$ cat config.mk
export PLATFORM = sky130hd
export DESIGN_NAME = pipeline_stall_ctrl
export DESIGN_NICKNAME = d
export VERILOG_FILES = /design/src/rtl/pipeline_stall_ctrl.sv
export SDC_FILE = /design/constraint.sdc
export NUM_CORES = 1
export LEC_CHECK = 0
export CELL_PAD_IN_SITES_DETAIL_PLACEMENT = 0
export CELL_PAD_IN_SITES_GLOBAL_PLACEMENT = 1
export CORE_MARGIN = 2
export CORE_UTILIZATION = 28
export DETAILED_ROUTE_END_ITERATION = 6
export PLACE_DENSITY_LB_ADDON = 0.1
export SKIP_CTS_REPAIR_TIMING = 1
export SLEW_MARGIN = 20
export SYNTH_ARGS = -nofsm -noshare
export SYNTH_HDL_FRONTEND = slang
export SYNTH_SLANG_ARGS = --single-unit
$ cat constraint.sdc
create_clock -name clk -period 3.3 [get_ports clk]
set_clock_uncertainty 0.1 [all_clocks]
set_input_delay 0.66 -clock clk [delete_from_list [all_inputs] [get_ports clk]]
set_output_delay 0.66 -clock clk [all_outputs]
set_load 0.03 [all_outputs]
$ cat src/rtl/pipeline_stall_ctrl.sv
// Hazard stall/flush consumer: per-stage write enables and squash controls.
// Optional perf counters built only when PIPE_PERF_CNT_EN is defined.
module pipeline_stall_ctrl #(
  parameter int unsigned FLUSH_CYCLES = 1,
  parameter int unsigned MAX_STALL    = 4,
  parameter int unsigned CNT_W        = 32
) (
  input  logic             clk,
  input  logic             rst,
  input  logic             stall_req,
  input  logic             flush_req,
  output logic             pc_write_en,
  output logic             if_id_write_en,
  output logic             if_id_flush,
  output logic             id_ex_flush,
  output logic             stall_active,
  output logic             stall_timeout,
  output logic [CNT_W-1:0] stall_cycles,
  output logic [CNT_W-1:0] flush_events
);

  typedef enum logic [1:0] {RUN, STALL, FLUSH} state_t;

  localparam logic [2:0] FLUSH_LOAD = 3'(FLUSH_CYCLES - 1);
  localparam logic [7:0] STALL_LIM  = 8'(MAX_STALL - 1);

  state_t     state, state_nxt;
  logic [7:0] stall_cnt, stall_cnt_nxt;
  logic [2:0] flush_cnt, flush_cnt_nxt;
  logic       do_flush, do_hold, do_stall;

  // One-hot selects encode the fixed priority order
  assign do_flush = !rst && flush_req;
  assign do_hold  = !rst && !flush_req && (state == FLUSH);
  assign do_stall = !rst && !flush_req && (state != FLUSH)
                    && stall_req;

  always_comb begin
    state_nxt      = state;
    stall_cnt_nxt  = stall_cnt;
    flush_cnt_nxt  = flush_cnt;
    pc_write_en    = 1'b1;
    if_id_write_en = 1'b1;
    if_id_flush    = 1'b0;
    id_ex_flush    = 1'b0;
    stall_active   = 1'b0;
    unique case (1'b1)
      rst: begin
        pc_write_en    = 1'b0;
        if_id_write_en = 1'b0;
        if_id_flush    = 1'b1;
        id_ex_flush    = 1'b1;
        state_nxt      = RUN;
        stall_cnt_nxt  = '0;
        flush_cnt_nxt  = '0;
      end
      do_flush: begin
        if_id_flush   = 1'b1;
        id_ex_flush   = 1'b1;
        flush_cnt_nxt = FLUSH_LOAD;
        stall_cnt_nxt = '0;
        state_nxt     = (FLUSH_CYCLES > 1) ? FLUSH : RUN;
      end
      do_hold: begin
        if_id_flush   = 1'b1;
        id_ex_flush   = 1'b1;
        flush_cnt_nxt = flush_cnt - 3'd1;
        state_nxt     = (flush_cnt <= 3'd1) ? RUN : FLUSH;
      end
      do_stall: begin
        pc_write_en    = 1'b0;
        if_id_write_en = 1'b0;
        id_ex_flush    = 1'b1;
        stall_active   = 1'b1;
        state_nxt      = STALL;
        if (stall_cnt != 8'hff)
          stall_cnt_nxt = stall_cnt + 8'd1;
      end
      default: begin
        state_nxt     = RUN;
        stall_cnt_nxt = '0;
      end
    endcase
  end

  always_ff @(posedge clk) begin
    state     <= state_nxt;
    stall_cnt <= stall_cnt_nxt;
    flush_cnt <= flush_cnt_nxt;
  end

  always_ff @(posedge clk) begin
    if (rst)
      stall_timeout <= 1'b0;
    else if (do_stall && stall_cnt == STALL_LIM)
      stall_timeout <= 1'b1;
  end

`ifdef PIPE_PERF_CNT_EN
  always_ff @(posedge clk) begin
    if (rst) begin
      stall_cycles <= '0;
      flush_events <= '0;
    end else begin
      if (do_stall && stall_cycles != '1)
        stall_cycles <= stall_cycles + 1'b1;
      if (do_flush && flush_events != '1)
        flush_events <= flush_events + 1'b1;
    end
  end
`else
  assign stall_cycles = '0;
  assign flush_events = '0;
`endif

endmodule

==> qor.yml, run 1 <==
status: "complete, no violations"
synth_top_cell_area_share_pct: 40.88
rr_worst_depth: 3
worst_hold_path_type: "reg2reg"
maxCapViolCount: 0
dieWidth_um: 69.29
port_buffers: 9
max_freq_mhz: 332.4
start_util_pct: 29.42
clk_latency_ns: 0.25
grt_util_met3_pct: 3.488
cts_max_level: 1
rsz0062_at_grt: "false"
dp_hpwl_um: 1518
period_minus_slack_ns: 3.009
cp_data_required_time_ns: 2.54
ios: 74
power_frac_seq_pct: 39.4
yosysSeqAreaShare_pct: 32.70
p_switching_uw: 179.6
setup.worst_path.end_class: "output port"
synth-seq-cells: 14
ant_nets: 0
clkSinkCount: 14
synthToLayoutAreaGrowth_pct: -2.830
cp-start-kind: "input port"
p_int_uw: 310.3
met2_usage_pct: 12.50
ctsLongestPathBuffers: 2
cellPowerDensity_nw_per_um2: 422.3
cts_buffers: 3
finalHoldViolCount: 0
synth-warning-count: 0
cts_tree: "done"
grt.overflow.total: 0
clkTransAtPathRegs_ns: 0.06
syn_area_per_cell_um2: 8.975
vdd_drop_max_v: 0.0001921
mappedNetlistArea_um2: 1194
yosysTopAreaCell: "buf_4"
avgViaCountPerCell: 3.398
cp_max_fo: 3
share_comb_of_total_power_pct: 25.8
root_buffer: "clkbuf_8"
drtIter0Drc: 12
synth_cells: 133
final.setup.tns_ns: 0
cp.arrival_ns: 2.25
grt_antenna_before_repair: 0
pwr-share-clk_pct: 34.8
grt_max_degree: 11
switching_share_pct: 36.66
grt_pass1_vias: 572
nets: 154
track_usage_pct: 7.505
top_usage_layer: "met2"
dr.pass1.iters: 4
yosysUniqueCellTypes: 25
fp.dieH_um: 69.29
grt_first_pass_wirelength_um: 2822
detail_route.wl_per_cell_um: 9.612
path_class: "in2out"
vias: 666
wirelength_um: 1884
core_um2: 4058
p_leak_uw: 0.0005599
holdPathStages: 2
layout-drive-gt1-share_pct: 9.589
finalCritPeriodShare_pct: 91.17
final-setup-viol-count: 0
drcViolationCount: 0
use_met1_pct: 8.676
synthTopCellsByArea: "buf_4 (41%), edfxtp_1 (28%), dfxtp_1 (5.0%)"
num_rows: 23
slew_violations: 0
die_area_um2: 4801
finalHoldWorstSlack_ns: 0.3647
gp_congestion: 0.7743
antenna_cells: 0
-- final cells by class --
cell class	count	area [µm²]
clock buffers	4	55.05
fillers	439	2898
multi-input cells	109	520.5
repair buffers	12	105.1
well taps	50	62.56
flip-flops and latches	14	390.4
inverters	7	26.28
-- cell usage in the layout (no fill, tap or decap) --
cell / count
o21bai_1: 1
clkbuf_8: 4
ha_1: 3
o31a_2: 1
nand3_1: 6
a21oi_1: 3
edfxtp_1: 11
dfxtp_1: 3
conb_1: 64
clkdlybuf4s50_1: 6
a21oi_2: 1
xnor2_1: 2
o32ai_1: 1
nor4_1: 1
and2_1: 1
nor2_1: 9
or3_1: 3
buf_4: 6
nand2b_1: 2
or2_2: 1
o21ai_0: 3
nand2_1: 3
nand4_2: 1
xor2_1: 2
inv_1: 7
nor3_1: 1
-- stage by stage --
stage | utilization, % | worst slack [ns] | instance area, µm² | power [µW] | std cells
finish | 28.58 | 0.2913 | 1160 | 489.9 | 196
floorplan | - | 0.6454 | 1430 | 366.4 | 196
detailed placement | 27.23 | 0.2822 | 1105 | 321.6 | 192
global placement | 27.23 | 0.2925 | 1105 | 321.6 | 192
global route | 28.58 | 0.2168 | 1160 | 510.3 | 196
CTS | 28.58 | 0.2822 | 1160 | 495.6 | 196
-- layer usage --
layer / wire [µm] / up-vias
met5: 0 / -
met1: 720 / 296
met2: 983 / 42
met4: 0 / 0
li1: - / 328
met3: 180 / 0
-- registers in the layout, summed over array words and instances (netlist names) --
name,count
flush_cnt,3
stall_cnt,8
stall_timeout,1
state,2
-- synthesized netlist by cell type, drive strengths merged --
master / count
nand4: 1
nor4: 1
buf: 66
conb: 1
nand3: 6
or2: 1
edfxtp: 11
o21bai: 1
o32ai: 1
and2: 1
nand2b: 2
o21ai: 3
nor3: 1
nand2: 3
or3: 3
a21oi: 4
ha: 3
inv: 7
o31a: 1
xnor2: 2
nor2: 9
dfxtp: 3
xor2: 2
-- cells by family after synthesis --
group	after synthesis	synth area share (%)
flip-flops	14	32.70
AND/OR/NAND/NOR	28	11.95
AO/OA/AOI/OAI	10	5.451
adder cells (fa/ha/maj)	3	3.145
XOR/XNOR	4	2.936
buffers and inverters	73	43.50
other	1	0.3142
-- final timing paths --
check | start | end | slack (ns)
worst max register to register | stall_cnt[0]$_SDFFCE_PN0P_ | stall_cnt[2]$_SDFFCE_PN0P_ | 1.73
worst min-delay path | stall_timeout$_SDFFE_PP0P_ | stall_timeout$_SDFFE_PP0P_ | 0.36
worst min register to register | stall_timeout$_SDFFE_PP0P_ | stall_timeout$_SDFFE_PP0P_ | 0.36
worst max-delay path | rst | id_ex_flush | 0.29
-- power groups by stage --
stage / Clock, µW / Sequential (µW) / Combinational [µW]
3_5_place_dp: 0 / 197 / 125
6_report: 170 / 193 / 126
2_1_floorplan: 0 / 196 / 170
4_1_cts: 178 / 193 / 125
5_1_grt: 185 / 193 / 132
3_3_place_gp: 0 / 197 / 125
-- critical path, stage by stage --
cell and delay, ns:
clkdlybuf4s50_1 0.46, nor2_1 0.18, nand2_1 0.09, or2_2 0.27, clkdlybuf4s50_1 0.59
No activity file was read; power rests on OpenSTA's default activity.
==> inputs of run 2 (changes only) <==
- SKIP_LAST_GASP: not set -> 1
==> results of run 2 <==
No change in the layout: final DEF, timing and power equal those of run 1.
